===== src/rtl/sniff_log_reader_pkg.sv =====
`default_nettype none
// ============================================================================
// Module   : sniff_log_reader_pkg
// Purpose  : Shared state encoding and constants for the sniffer log reader.
// Revision : 1.0 - initial release
// ============================================================================
package sniff_log_reader_pkg;

    localparam int         c_ADDR_W        = 24;
    localparam logic [7:0] c_SYNC_BYTE     = 8'hA5;
    localparam int         c_DWORD_W       = 32;
    localparam int         c_WORDS_PER_REC = 2;

    typedef enum logic [2:0] {
        ST_IDLE = 3'd0,
        ST_REQ  = 3'd1,
        ST_SYNC = 3'd2,
        ST_SEND = 3'd3,
        ST_GAP  = 3'd4,
        ST_DONE = 3'd5
    } state_t;

    // Byte 0 is bits [7:0]; bytes leave the word LSB first.
    function automatic logic [7:0] word_byte(input logic [c_DWORD_W-1:0] word,
                                             input logic [1:0]           idx);
        word_byte = word[{idx, 3'b000} +: 8];
    endfunction

endpackage
`default_nettype wire


===== src/rtl/sniff_log_reader_byte_tx.sv =====
`default_nettype none
// ============================================================================
// Module   : sniff_byte_tx
// Purpose  : Serialises one DRAM word (optionally preceded by a sync byte)
//            to the UART using a strobe / one-cycle gap / busy handshake.
// Revision : 1.0 - initial release
// ============================================================================
module sniff_byte_tx
    import sniff_log_reader_pkg::*;
#(
    parameter logic [7:0] SYNC_BYTE = c_SYNC_BYTE
) (
    input  logic                 clk,
    input  logic                 rst,
    input  logic                 i_load,
    input  logic                 i_sync,
    input  logic [c_DWORD_W-1:0] i_word,
    input  logic                 i_tx_busy,
    output logic [7:0]           o_tx_data,
    output logic                 o_tx_stb,
    output logic                 o_word_done
);

    state_t               r_state;
    logic [c_DWORD_W-1:0] r_word;
    logic [1:0]           r_byte_idx;
    logic                 r_is_sync;
    logic [7:0]           r_tx_data;
    logic                 r_tx_stb;
    logic                 r_word_done;

    always_ff @(posedge clk) begin
        if (rst) begin
            r_state     <= ST_IDLE;
            r_word      <= '0;
            r_byte_idx  <= '0;
            r_is_sync   <= 1'b0;
            r_tx_data   <= '0;
            r_tx_stb    <= 1'b0;
            r_word_done <= 1'b0;
        end else begin
            r_tx_stb    <= 1'b0;
            r_word_done <= 1'b0;
            case (r_state)
                // A free UART gets the first byte in the cycle right after load.
                ST_IDLE: begin
                    if (i_load) begin
                        r_word     <= i_word;
                        r_byte_idx <= '0;
                        r_is_sync  <= i_sync;
                        if (!i_tx_busy) begin
                            r_tx_data <= i_sync ? SYNC_BYTE : i_word[7:0];
                            r_tx_stb  <= 1'b1;
                            r_state   <= ST_GAP;
                        end else begin
                            r_state <= i_sync ? ST_SYNC : ST_SEND;
                        end
                    end
                end
                ST_SYNC: begin
                    if (!i_tx_busy) begin
                        r_tx_data <= SYNC_BYTE;
                        r_tx_stb  <= 1'b1;
                        r_state   <= ST_GAP;
                    end
                end
                ST_SEND: begin
                    if (!i_tx_busy) begin
                        r_tx_data <= word_byte(r_word, r_byte_idx);
                        r_tx_stb  <= 1'b1;
                        r_is_sync <= 1'b0;
                        r_state   <= ST_GAP;
                    end
                end
                // Strobe cycle: the UART raises busy here, so busy is not looked at.
                ST_GAP: begin
                    if (r_is_sync) begin
                        r_state <= ST_SEND;
                    end else if (r_byte_idx == 2'd3) begin
                        r_word_done <= 1'b1;
                        r_state     <= ST_IDLE;
                    end else begin
                        r_byte_idx <= r_byte_idx + 2'd1;
                        r_state    <= ST_SEND;
                    end
                end
                default: r_state <= ST_IDLE;
            endcase
        end
    end

    assign o_tx_data   = r_tx_data;
    assign o_tx_stb    = r_tx_stb;
    assign o_word_done = r_word_done;

endmodule
`default_nettype wire


===== src/rtl/sniff_log_reader.sv =====
`default_nettype none
// ============================================================================
// Module   : sniff_log_reader
// Purpose  : Reads a captured sniffer word range from DRAM and dumps it to
//            the UART as bytes, with a sync marker ahead of every record.
// Revision : 1.0 - initial release
// ============================================================================
module sniff_log_reader
    import sniff_log_reader_pkg::*;
#(
    parameter int         ADDR_W        = c_ADDR_W,
    parameter logic [7:0] SYNC_BYTE     = c_SYNC_BYTE,
    parameter int         WORDS_PER_REC = c_WORDS_PER_REC
) (
    input  logic                 clk,
    input  logic                 reset,
    input  logic                 start,
    input  logic [ADDR_W-1:0]    start_addr,
    input  logic [ADDR_W-1:0]    end_addr,
    input  logic                 abort,
    output logic                 dram_req,
    output logic [ADDR_W-1:0]    dram_addr,
    output logic                 dram_we,
    input  logic [c_DWORD_W-1:0] dram_idata,
    input  logic                 dram_ack,
    output logic [7:0]           tx_data,
    output logic                 tx_stb,
    input  logic                 tx_busy,
    output logic                 busy,
    output logic                 done
);

    localparam int c_WIDX_W = (WORDS_PER_REC > 1) ? $clog2(WORDS_PER_REC) : 1;
    localparam logic [c_WIDX_W-1:0] c_WIDX_LAST = c_WIDX_W'(WORDS_PER_REC - 1);

    state_t              r_state;
    logic [ADDR_W-1:0]   r_cur_addr;
    logic [ADDR_W-1:0]   r_end_addr;
    logic [c_WIDX_W-1:0] r_word_idx;
    logic                r_abort_seen;
    logic                r_dram_req;
    logic [ADDR_W-1:0]   r_dram_addr;
    logic                r_busy;
    logic                r_done;

    logic w_load;
    logic w_sync;
    logic w_word_done;

    assign w_load = (r_state == ST_REQ) && dram_ack;
    assign w_sync = (r_word_idx == '0);

    always_ff @(posedge clk) begin
        if (reset) begin
            r_state      <= ST_IDLE;
            r_cur_addr   <= '0;
            r_end_addr   <= '0;
            r_word_idx   <= '0;
            r_abort_seen <= 1'b0;
            r_dram_req   <= 1'b0;
            r_dram_addr  <= '0;
            r_busy       <= 1'b0;
            r_done       <= 1'b0;
        end else begin
            r_done <= 1'b0;
            if (r_state != ST_IDLE && abort)
                r_abort_seen <= 1'b1;
            case (r_state)
                ST_IDLE: begin
                    r_abort_seen <= 1'b0;
                    if (start) begin
                        r_busy     <= 1'b1;
                        r_end_addr <= end_addr;
                        r_word_idx <= '0;
                        if (start_addr == end_addr) begin
                            r_state <= ST_DONE;
                        end else begin
                            r_cur_addr  <= start_addr;
                            r_dram_req  <= 1'b1;
                            r_dram_addr <= start_addr;
                            r_state     <= ST_REQ;
                        end
                    end
                end
                // The request is held until ack even if abort arrives.
                ST_REQ: begin
                    if (dram_ack) begin
                        r_dram_req <= 1'b0;
                        r_cur_addr <= r_cur_addr + ADDR_W'(1);
                        r_state    <= ST_SEND;
                    end
                end
                // Word in flight through the byte serialiser.
                ST_SEND: begin
                    if (w_word_done) begin
                        r_word_idx <= (r_word_idx == c_WIDX_LAST) ? '0
                                      : r_word_idx + c_WIDX_W'(1);
                        if (r_cur_addr == r_end_addr || r_abort_seen || abort) begin
                            r_state <= ST_DONE;
                        end else begin
                            r_dram_req  <= 1'b1;
                            r_dram_addr <= r_cur_addr;
                            r_state     <= ST_REQ;
                        end
                    end
                end
                ST_DONE: begin
                    r_done  <= 1'b1;
                    r_busy  <= 1'b0;
                    r_state <= ST_IDLE;
                end
                default: r_state <= ST_IDLE;
            endcase
        end
    end

    sniff_byte_tx #(
        .SYNC_BYTE (SYNC_BYTE)
    ) u_byte_tx (
        .clk         (clk),
        .rst         (reset),
        .i_load      (w_load),
        .i_sync      (w_sync),
        .i_word      (dram_idata),
        .i_tx_busy   (tx_busy),
        .o_tx_data   (tx_data),
        .o_tx_stb    (tx_stb),
        .o_word_done (w_word_done)
    );

    assign dram_req  = r_dram_req;
    assign dram_addr = r_dram_addr;
    assign dram_we   = 1'b0;
    assign busy      = r_busy;
    assign done      = r_done;

endmodule
`default_nettype wire


===== config.mk =====
export PLATFORM = sky130hd
export DESIGN_NAME = sniff_log_reader
export DESIGN_NICKNAME = d
export VERILOG_FILES = /design/src/rtl/sniff_log_reader_pkg.sv /design/src/rtl/sniff_log_reader_byte_tx.sv /design/src/rtl/sniff_log_reader.sv
export SDC_FILE = /design/constraint.sdc
export NUM_CORES = 1
export LEC_CHECK = 0
export CORE_UTILIZATION = 30
export CTS_CLUSTER_SIZE = 8
export DETAILED_ROUTE_END_ITERATION = 8
export SLEW_MARGIN = 30
export SYNTH_ARGS = -nofsm -noshare
export SYNTH_HDL_FRONTEND = slang
export SYNTH_SLANG_ARGS = --single-unit

===== constraint.sdc =====
create_clock -name clk -period 4.8 [get_ports clk]
set_input_delay 1.44 -clock clk [delete_from_list [all_inputs] [get_ports clk]]
set_output_delay 1.44 -clock clk [all_outputs]
set_load 0.01 [all_outputs]

# Yosys cells after proc, flatten, opt, wreduce, memory -nomap -nowiden
# Cells that the tools add are included.
[classes]
addsub = 3
eq_ne = 21
n_shift = 1
n_mux = 50
bitwise = 2
reduce_logical = 29
[ops]
columns = ["op", "n"]
rows = [
  ["two-way mux 24 bit", 5],
  ["case mux 24 bit (2 select lines)", 2],
  ["== test 24 bit", 2],
  ["two-way mux 8 bit", 5],
  ["indexed part select 32 x 6 -> 8 bit", 1],
  ["two-way mux 3 bit", 9],
  ["adder 24 x 1 -> 24 bit (second input constant)", 1],
  ["case mux 8 bit (3 select lines)", 1],
  ["!= test 2 bit (second input constant)", 10],
  ["case mux 3 bit (3 select lines)", 2],
  ["two-way mux 1 bit", 16],
  ["AND reduction 5 bit", 2],
  ["nonzero test 2 bit", 5],
  ["== test 3 x 2 -> 1 bit (second input constant)", 3],
  ["AND reduction 3 bit", 3],
  ["nonzero test 3 bit", 3],
  ["two-way mux 2 bit", 4],
  ["case mux 1 bit (2 select lines)", 4],
  ["AND reduction 2 bit", 4],
  ["AND reduction 4 bit", 2],
  ["== test 3 bit (second input constant)", 2],
  ["zero test 3 bit", 2],
  ["AND reduction 6 bit", 1],
  ["!= test 2 x 1 -> 1 bit (second input constant)", 2],
  ["other kinds (11)", 15],
]
[totals]
reg_bits = 128
inputBits = 86
out_inout_bits = 37
wordCells = 122

# Logic depth before layout (Yosys ltp)
[logic_depth]
word_depth = 6
mapped_depth = 9
depth_no_buf = 7

# By module
# From an unflattened synthesis, not the netlist that was laid out.
[unflattened]
hier_cells = 782
area_unflattened_um2 = 6716.4
[by_module_without_submodules]
columns = ["module", "n_inst", "cells_per_inst", "area_per_inst_um2", "seq_area_each_um2"]
rows = [
  ["sniff_log_reader", 1, 543, 4658.2, 1601.5],
  ["sniff_byte_tx", 1, 239, 2058.2, 960.9],
]

# Least setup slack after synthesis
# No wires, ideal clock.
[synth_path]
path_type = "input to register"
start = "input end_addr[0]"
end = "register r_dram_addr[11], in the netlist dram_addr[11]"
setup_ps = 89
arrival_ps = 2873
required_time_ps = 4711
setup_slack_ps = 1838
cell_stages = 7
n_path_buf = 2
cell_sequence = "xor2_1 nor4_1 and4_1 nand3_1 buf_2 buf_1 a311oi_2"
[synth_between]
elab_chain_len = 3
[synth_lines]
columns = ["item", "line", "source"]
rows = [
  ["start, declared", "sniff_log_reader.sv:19", "input logic [ADDR_W-1:0] end_addr,"],
  ["== test 24 bit", "sniff_log_reader.sv:75", "if (start_addr == end_addr) begin"],
  ["!= test 2 bit (no line)", "--", ""],
  ["AND reduction 5 bit (no line)", "--", ""],
  ["end signal, assigned", "sniff_log_reader.sv:80", "r_dram_addr <= start_addr;"],
  ["end signal, assigned", "sniff_log_reader.sv:102", "r_dram_addr <= r_cur_addr;"],
  ["end, declared", "sniff_log_reader.sv:42", "logic [ADDR_W-1:0] r_dram_addr;"],
]
# Every way passes these cells.
# A chain may end at the register's enable or synchronous reset.

# Worst setup path in the final report
[layout_path]
start = "input end_addr[22]"
end = "register r_cur_addr[2]"
[layout_between]
elab_chain_len = 3
[layout_lines]
columns = ["item", "line", "source"]
rows = [
  ["== test 24 bit", "sniff_log_reader.sv:75", ""],
  ["!= test 2 bit (no line)", "--", ""],
  ["AND reduction 4 bit (no line)", "--", ""],
  ["end signal, assigned", "sniff_log_reader.sv:78", "r_cur_addr <= start_addr;"],
  ["end signal, assigned", "sniff_log_reader.sv:89", "r_cur_addr <= r_cur_addr + ADDR_W'(1);"],
  ["end, declared", "sniff_log_reader.sv:37", "logic [ADDR_W-1:0] r_cur_addr;"],
]
# Every way passes these cells.

==> summary.md <==
| Metric | Value |
|---|---|
| Hold_buf cts | 0 |
| Crit-path max cell delay | 460 ps |
| Seq/Total Area, Yosys | 0.3947 |
| Vias in the first global route | 5495 |
| I/O pin cnt | 123 |
| Post-route ant nets | 0 |
| Core Area | 0.02109 mm2 |
| Fin crit period | 3491 ps |
| Int Pwr | 2.099 mW |
| Drt via density | 5.145 |
| Status | finished, final reports clean |
| Setup WS post-layout | 1309 ps |
| DIE AREA | 0.02223 mm2 |
| Slew HR | 0.3871 |
| DRT iter0 DRCs | 496 |
| Die Ht | 149.1 um |
| Synth Area per Inst | 8.345 um2 |
| Final cycle utilization of the critical path | 0.7273 |
| Finished Layout Cells | 1149 |
| CTS root buf | clkbuf_16 |
| Startpoint types | input pin |
| Detailed Routing Iterations Pass 1 | 5 |
| Worst path top cell family by delay | simple AND/OR/NAND/NOR gates |
| Post-synth EDFFs | 0 |
| Remaining global-route overflow | 0 |
| Hold Fails Final Rpt | 0 |
| Clk_skew | 8.461 ps |
| Initial antenna violation count | 1 |
| Area growth from synthesis to layout | 29.58% |
| Post-Route WL | 19810 um |
| Postcts setup bufs | 0 |
| Worst-skew pair later-pin latency | 420 ps |
| MaxCap Viol Count | 0 |
| Fin util | 0.3990 |
| Syn_nets | 866 |
| Setup violations, final | 0 |
| CP cell instances | clkdlybuf4s50_1 > xor2_1 > nor4_1 > and4_1 > a21o_1 > buf_4 > a21oi_1 > o32ai_1 |
| Routed wire length per instance | 17.24 um |
| Leakage power | 3.058 nW |
| Synth Register Bits | 128 |
| Initial Util | 0.3079 |
| Pwr/cell area | 353.2 mW/mm2 |
| Die W | 149.1 um |
| Maximum vdd drop | 239.1 uV |
| First-pass GRT wire length | 30770 um |
| Clk pin slew, worst setup/hold paths | 60 ps |
| Crit-path max FO | 16 |
| Most common cell in the synthesized netlist | nand2_1 |
| Row count | 53 |
| Slowest cell on crit path | nor4_1 |
| Global placement routability congestion | 0.8269 |
| CP Class | in2reg |
| Post-synth top area share | 0.3947 |
| Comb pwr share | 0.159 |
| Sequential power share | 0.405 |
| Routed vias | 5912 |
| Residual DRC | 0 |
| Yosys warnings | 0 |
| Fin Setup TNS | 0 ps |
| Sw power | 872.1 uW |
| Post-CTS resize count | 0 |
| CTS tree | done |
| Fin nets | 948 |
| Distinct cells, synth | 60 |
| Synth top cells by count | 163 x nand2_1, 128 x dfxtp_1, 126 x a21oi_1 |
| Largest area contributor in the synthesized netlist | dfxtp_1 |
| Critical path buffer and inverter count | 2 |
| RSZ-0062 raised after global routing | false |
| Min-delay worst type | reg2reg |
| Total track usage | 0.1814 |
| Crit path DAT | 3800 ps |
| Tot Pwr | 2.971 mW |
| Asr flop ratio synth | 0 |
| Placed cells | 1116 |
| Port buffer count | 121 |
| Clk sinks | 128 |
| DP Wirelength | 14290 um |
| Synth top area cells | dfxtp_1 39%, a21oi_1 9.7%, nand2_1 9.4% |
| Worst slack, placed | 912.3 ps |
| Worst Path Required | 5110 ps |
| FMAX | 286.5 MHz |
| Final Max Slew Viols | 0 |
| Main flop type after synthesis | dfxtp_1 |
| Post-Syn Instances | 778 |
| Layout cells sized above 1 | 0.09393 |
| Sw Share | 0.2935 |
| Clk buf depth | 2 |
| Post-synthesis cell area | 0.006492 mm2 |
| Worst-Margin Slew | 919.3 ps |
| Largest net degree at the start of global routing | 51 |
| Clk network pwr share | 0.437 |
| TritonCTS Buffers | 17 |
| H-tree depth | 4 |
| CP Capture Type | flip-flop |
-- cell usage in the layout (no fill, tap or decap), types with 12 or more instances in the layout --
cell | synthesis | layout
mux2i_1 | 22 | 22
a311oi_2 | 20 | 20
clkdlybuf4s50_1 | 0 | 120
o21ai_0 | 19 | 19
buf_4 | 1 | 12
nor2_1 | 26 | 26
xor2_1 | 37 | 37
clkbuf_16 | 0 | 17
a21oi_1 | 126 | 126
nand2_1 | 163 | 163
nor3_1 | 13 | 13
nand3_1 | 15 | 14
dfxtp_1 | 128 | 128
-- cell families (layout without fill, tap and decap cells) --
| group | Yosys count | in the layout | synth area share |
|---|---|---|---|
| simple gates | 268 | 268 | 0.1862 |
| buf+inv | 76 | 171 | 0.05300 |
| mux | 30 | 30 | 0.06167 |
| other cells | 1 | 2 | 0.0005776 |
| compound gates | 225 | 225 | 0.2353 |
| fa+ha+maj | 2 | 2 | 0.003854 |
| flops | 128 | 128 | 0.3947 |
| xor+xnor | 48 | 48 | 0.06475 |
-- final timing paths --
kind,from,to,slack (ps),cells past startpoint
worst max-delay path,end_addr[22],r_cur_addr[2]$_SDFFE_PP0P_,1310,8
worst min-delay path,u_byte_tx.r_word[31]$_SDFFE_PP0P_,u_byte_tx.r_word[31]$_SDFFE_PP0P_,450,2
worst max register to register,r_state[0]$_SDFFE_PP0P_,u_byte_tx.r_byte_idx[1]$_SDFFE_PP0P_,2320,6
worst min register to register,u_byte_tx.r_word[31]$_SDFFE_PP0P_,u_byte_tx.r_word[31]$_SDFFE_PP0P_,450,2
-- worst min-delay path: cells and delay by family (launching register included) --
| kind | cells | cell delay, ps |
|---|---|---|
| AO/OA/AOI/OAI | 1 | 50 |
| flip-flops | 1 | 310 |
| AND/OR/NAND/NOR | 1 | 50 |
-- metrics by stage --
step,area [um2],hold slack (ps)
3_3_place_gp,7816,439.3
2_1_floorplan,6492,433.1
3_5_place_dp,7818,446.5
4_1_cts,8411,455.7
6_report,8413,454.1
5_1_grt,8411,475.2
-- sequential cells by signal, summed over array words and instances, names as in the netlist --
name,count
dram_req,1
busy,1
r_cur_addr,24
u_byte_tx.r_word,32
u_byte_tx.o_tx_data,8
r_state,3
u_byte_tx.o_tx_stb,1
r_end_addr,24
done,1
u_byte_tx.o_word_done,1
u_byte_tx.r_is_sync,1
r_word_idx,1
r_abort_seen,1
u_byte_tx.r_byte_idx,2
dram_addr,24
u_byte_tx.r_state,3
-- power groups by stage --
stage | Clock, mW | Combinational [mW] | Sequential (mW)
2_1_floorplan | 0 | 0.276 | 1.21
3_5_place_dp | 0 | 0.471 | 1.22
3_3_place_gp | 0 | 0.466 | 1.22
4_1_cts | 1.32 | 0.473 | 1.20
5_1_grt | 1.38 | 0.517 | 1.21
6_report | 1.30 | 0.472 | 1.20
-- metal layers --
layer | vias up | routed length (um) | GRT usage | share of wire
li1 | 2951 | - | - | -
met1 | 2758 | 9165 | 0.2459 | 0.46
met3 | 17 | 1439 | 0.05505 | 0.073
met4 | 0 | 236 | 0.04388 | 0.012
met2 | 186 | 8969 | 0.2795 | 0.45
met5 | - | 0 | 0 | 0
-- cell type report --
class / count / area (um2)
fill: 2136 / 12670
tap: 275 / 344.1
antenna: 1 / 2.502
clock inverter: 15 / 167.7
sequential: 128 / 2562
inverter: 7 / 26.28
timing repair buffer: 132 / 1291
multi-input combinational: 574 / 3593
clock buffer: 17 / 425.4
Power figures use the tool's default switching activity.
==> RTL edit 1, RTL diff (same settings) <==
`c_DWORD_W`: 32 -> 64.
--- a/src/rtl/sniff_log_reader_pkg.sv
+++ b/src/rtl/sniff_log_reader_pkg.sv
@@ -9,5 +9,5 @@
     localparam int         c_ADDR_W        = 24;
     localparam logic [7:0] c_SYNC_BYTE     = 8'hA5;
-    localparam int         c_DWORD_W       = 32;
+    localparam int         c_DWORD_W       = 64;
     localparam int         c_WORDS_PER_REC = 2;
 
Interface: changed (resized dram_idata); port bits go from 123 to 155. No check against the original RTL was run, so the function may have changed too.
==> RTL edit 1 against the original RTL <==
Power is 1.1% higher; setup slack got worse by 0.52 ns; area after synthesis is 1.9% lower; sequential cell count unchanged; routed wire length down 2.4%; final area shrank 0.62%; final cell count is 0.17% lower; via count down 0.68%; critical endpoint is now dram_addr[4]; largest cell class unchanged; largest power group unchanged.
==> RTL edit 1: results (changes against the original RTL) <==
Synth
  • Post-synthesis sequential area ratio: 40.2% (+0.76 points)
  • Netlist cell types: 58 (-3.3%)
  • Commonest cells post-synth: nand2_1 (161), dfxtp_1 (128), a21oi_1 (122)
  • Top cells by area, synth: dfxtp_1 (40%), a21oi_1 (9.6%), nand2_1 (9.5%)
  • Ys Warns: 0 (unchanged)
  • Top_reg_cell synth: dfxtp_1
  • Ys async rst share: 0% (unchanged)
  • Post-synth net total: 898 (+3.7%)

Worst setup path
  • Worst Path Max Fanout: 48 (+32)
  • Worst path max stage delay: 0.63 ns (+0.17 ns)
  • Data arrival, critical path: 4.29 ns (+0.49 ns)
  • Slowest-stage cell, CP: or4_2

Global routing
  • Largest net degree at the start of global routing: 49 (-3.9%)
  • GRT Total Usage: 18.1% (-0.070 points)
  • Initial antenna violation count: 1 (unchanged)
  • First-pass GRT wire length: 30.4 mm (-1.1%)
  • Vias in the first global route: 5574 (+1.4%)

Placed design
  • PortBufs: 121 (unchanged)
  • HPWL Detailed: 13.5 mm (-5.8%)
  • RePlAce Congestion: 0.899 (+8.7%)

STA
  • Relative slew slack: 32.5% (-6.2 points)
  • Skew final: 0.00975 ns (+0.00129 ns)

Clock network
  • Maximum buffer depth of the clock tree: 2 (unchanged)
  • Post-CTS sizing: 0 (unchanged)
  • Post-CTS Setup Inserts: 0 (unchanged)
  • Root buf cell: clkbuf_16
  • CTS buffer count: 17 (unchanged)
  • Worst-Skew Late Latency: 0.42 ns (about the same)
  • H-tree depth: 4 (unchanged)
  • Worst-path clk slew: 0.06 ns (about the same)

Worst hold path
  • Hold Path Class: reg -> reg

Floorplanning
  • Num rows: 52 (-1.9%)

Detailed routing
  • DR iter-0 viols: 402 (-19%)
  • Routed wire length: 19.3 mm (-2.4%)
  • Drt pass-1 iters: 6 (+1)
  • Vias post-DR: 5872 (-0.68%)

Final layout
  • Share of layout cells above drive strength 1: 8.22% (-1.2 points)
  • Total Nets Final: 984 (+3.8%)
  • Biggest register: u_byte_tx.r_word
  • Max reg flops: 32 (unchanged)

Pwr
  • Peak VDD IR: 0.000226 V (-5.4%)
  • LEAKAGE: 3.07 nW (+0.52%)

Run status
  • Status: finished clean
## RTL edit 1: cell types whose count changed after synthesis, sizes merged, moves of 4 or more
| cell | delta |
|---|---|
| a21oi | -4 |
| buf | -17 |
| and3 | +4 |
| clkbuf | +14 |
| nor2 | +12 |
## RTL edit 1: path summary, 6_finish.rpt
path	slack (ns)	to	cells past startpoint	start
max	0.78	dram_addr[4]	8	start_addr[19]
min reg2reg	0.45	u_byte_tx.r_word[30]	2	u_byte_tx.r_word[30]
max reg2reg	1.83	r_cur_addr[13]	6	r_state[0]
min	0.45	u_byte_tx.r_word[30]	2	u_byte_tx.r_word[30]
## RTL edit 1: through the flow
step | setup slack, ns | instances | utilization (%) | cell area [sq um] | power, W
global placement | 0.481 | 1115 | 37.8 | 7750 | 0.00169
global route | 0.775 | 1146 | 40.8 | 8360 | 0.00313
floorplan | 1.64 | 778 | - | 6370 | 0.00147
finish | 0.785 | 1147 | 40.8 | 8360 | 0.00300
detailed placement | 0.452 | 1115 | 37.8 | 7750 | 0.00170
CTS | 0.889 | 1146 | 40.8 | 8360 | 0.00303
## RTL edit 1: metal layers
| metal | GRT usage (%) | wire [um] | vias to the layer above |
|---|---|---|---|
| li1 | - | - | 2952 |
| met1 | 23.4 | 8560 | 2689 |
| met2 | 28.8 | 8940 | 211 |
| met3 | 4.29 | 1430 | 20 |
| met4 | 7.37 | 404 | 0 |
| met5 | 0 | 0 | - |
## RTL edit 1: cell type report
type                            instances  area (sq um)
Fill cell                            2091         12100
Antenna cell                            1          2.50
Clock inverter                         13           164
Sequential cell                       128          2560
Inverter                                4          15.0
Timing Repair Buffer                  133          1300
Tap cell                              270           338
Clock buffer                           18           439
Multi-Input combinational cell        580          3540
## RTL edit 1: report_power, final
part	switching, W	internal (W)
registers	0.0000649	0.00113
clock network	0.000498	0.000829
logic	0.000252	0.000227
total	0.000814	0.00219
## RTL edit 1: worst max-delay path, delay by kind of cell
kind	cells	cell delay, ns
compound gates	2	0.30
xor+xnor	1	0.18
buf+inv	2	0.86
simple gates	3	1.46
## RTL edit 1: cells by family (layout without fill, tap and decap cells)
logic type,after synthesis,count (layout),synth area share [%]
compound gates,219,219,22.3
xor+xnor,48,48,6.60
fa+ha+maj,2,2,0.393
buf+inv,70,168,4.42
flops,128,128,40.2
mux,33,33,6.76
other cells,1,2,0.0589
simple gates,277,277,19.2
==> RTL edit 2, RTL diff (config.mk and constraints unchanged) <==
Made on the original files. Re-encode `state_t` (6 states) as one-hot, 6 bits wide.
--- a/src/rtl/sniff_log_reader_pkg.sv
+++ b/src/rtl/sniff_log_reader_pkg.sv
@@ -12,11 +12,11 @@
     localparam int         c_WORDS_PER_REC = 2;
 
-    typedef enum logic [2:0] {
-        ST_IDLE = 3'd0,
-        ST_REQ  = 3'd1,
-        ST_SYNC = 3'd2,
-        ST_SEND = 3'd3,
-        ST_GAP  = 3'd4,
-        ST_DONE = 3'd5
+    typedef enum logic [5:0] {
+        ST_IDLE = 6'b000001,
+        ST_REQ  = 6'b000010,
+        ST_SYNC = 6'b000100,
+        ST_SEND = 6'b001000,
+        ST_GAP  = 6'b010000,
+        ST_DONE = 6'b100000
     } state_t;
 
Check against the original RTL: no difference found for any inputs over 10 cycles, from zero or initial values and one cycle with reset high; not proved beyond that.
==> RTL edit 2 against the original RTL <==
Setup slack lost 0.016 ns; count of clock-buffer cells in the layout unchanged; area after synthesis up 2.1%; sequential share of layout area barely moved; final area up 1.7%; worst hold slack about the same; sequential cell count increased by 2; routed wire length is 5.5% higher; power rose by 7.4%.
==> RTL edit 2: results (changes against the original RTL) <==
Final layout
  • Filler cell count: 2231 (+4.4%)
  • Antenna diodes: 0 (-1)
  • Final instance area: 8560 sq um (+1.7%)
  • Total Nets Final: 964 (+1.7%)
  • Share of layout cells above drive strength 1: 9.79% (+0.39 points)

Worst setup path
  • Worst Path Max Fanout: 14 (-2)
  • Worst Setup SP: start
  • Critical R2R Launch: r_state[1]
  • R2R Path End: r_cur_addr[0]
  • R2R depth: 6 (unchanged)
  • R2R setup slack: 2.08 ns (-0.24 ns)

Global routing
  • GR Layer Usage met3: 5.85% (+0.34 points)
  • Largest net degree at the start of global routing: 63 (+24%)
  • First-pass GRT wire length: 32.3 mm (+4.8%)
  • Initial antenna violation count: 0 (-1)
  • GRT met1 Usage: 23.0% (-1.6 points)
  • GRT Total Usage: 18.8% (+0.69 points)
  • Vias in the first global route: 5842 (+6.3%)
  • GRT met2 Usage: 30.5% (+2.6 points)

Clock network
  • CTS buffer count: 17 (unchanged)
  • Worst-Skew Late Latency: about 0.43 ns
  • Post-CTS Setup Inserts: 0 (unchanged)

Pwr
  • LEAKAGE: 2.86 nW (-6.4%)
  • Switching power of the nets: 0.000954 W (+9.4%)
  • Peak VDD IR: 0.000234 V (-2.2%)

Placed design
  • Setup WS pre-CTS: 0.905 ns (-0.00678 ns)
  • RePlAce Congestion: 0.899 (+8.7%)
  • Dpl cell area: 7960 sq um (+1.8%)
  • HPWL Detailed: 14.9 mm (+4.3%)

Synth
  • Commonest cells post-synth: nand2_1 (149), dfxtp_1 (130), a21oi_1 (119)
  • Post-synth net total: 877 (+1.3%)
  • Top cells by area, synth: dfxtp_1 (39%), a21oi_1 (9.0%), nand2_1 (8.4%)
  • Post-synthesis sequential area ratio: 39.3% (-0.21 points)
  • Netlist cell types: 63 (+5.0%)
  • Ys async rst share: 0% (unchanged)

Detailed routing
  • WL/cell: 17.9 um (+3.7%)
  • Drt pass-1 iters: 8 (+3)
  • Via/cell ratio: 5.28 (+2.6%)
  • DR iter-0 viols: 401 (-19%)

STA
  • Skew final: 0.0118 ns (+0.00331 ns)
  • Slew @ Worst Pin: 0.776 ns (-0.144 ns)
  • Final period utilization: 73.1% (+0.34 points)

Run status
  • Status: finished clean
## RTL edit 2: cell types whose count changed after synthesis, moves of 7 or more
cell / unedited run / this run
buf_2: 20 / 8
xnor2_1: 11 / 25
a21oi_1: 126 / 119
nand2_1: 163 / 149
nand4_1: 8 / 16
nor3_1: 13 / 23
xor2_1: 37 / 24
a311oi_2: 20 / 0
nor2_1: 26 / 36
a211oi_2: 0 / 20
## RTL edit 2: area by class of cell
class	count	area share, %
multi-input cells	586	42.8
flip-flops and latches	130	30.4
repair buffers	133	15.3
clock buffers	17	4.97
well taps	280	4.09
clock inverters	15	2.05
inverters	8	0.351
## RTL edit 2: cell families (layout without fill, tap and decap cells)
family,count (synthesis),in the layout,synth area share (%)
other,1,1,0.0566
AOI/OAI and AO/OA,218,218,21.4
buffers and inverters,73,173,5.74
DFF,130,130,39.3
and+or+nand+nor,286,286,20.6
xor gates and xnor gates,49,49,6.47
adders and majority gates,2,2,0.377
muxes,30,30,6.06
## RTL edit 2: power by group through the flow
stage	Clock (W)	Combinational, W	Sequential (W)
2_1_floorplan	0	0.000387	0.00126
3_3_place_gp	0	0.000608	0.00128
3_5_place_dp	0	0.000614	0.00129
4_1_cts	0.00134	0.000617	0.00126
5_1_grt	0.00139	0.000670	0.00128
6_report	0.00131	0.000614	0.00126
## RTL edit 2: worst min path at each step
stage	slack (ns)	end	startpoint	cells past startpoint
floorplan	0.43	u_byte_tx.r_word[16]	u_byte_tx.r_word[16]	2
global placement	0.44	u_byte_tx.r_word[7]	u_byte_tx.r_word[7]	2
detailed placement	0.45	u_byte_tx.r_word[29]	u_byte_tx.r_word[29]	2
CTS	0.46	u_byte_tx.r_word[8]	u_byte_tx.r_word[8]	2
global route	0.47	u_byte_tx.r_word[25]	u_byte_tx.r_word[25]	2
finish	0.45	u_byte_tx.r_word[0]	u_byte_tx.r_word[0]	2
## RTL edit 2: stage by stage
step	hold WS [ns]	instances
5_1_grt	0.472	1169
3_3_place_gp	0.440	1137
4_1_cts	0.455	1169
3_5_place_dp	0.447	1137
2_1_floorplan	0.433	789
6_report	0.454	1169
## RTL edit 2: critical path, cell delays in order
cell	delay [ns]
clkdlybuf4s50_1	0.56
nand3b_1	0.11
a211o_1	0.39
a31oi_1	0.62
buf_4	0.34
a21oi_1	0.09
a311oi_1	0.28
## RTL edit 2: layer usage
| metal | part of all wire, % | up-vias |
|---|---|---|
| met5 | 0 | - |
| met4 | 2.9 | 0 |
| met3 | 8.7 | 34 |
| met2 | 46 | 233 |
| met1 | 42 | 2915 |
| li1 | - | 2987 |
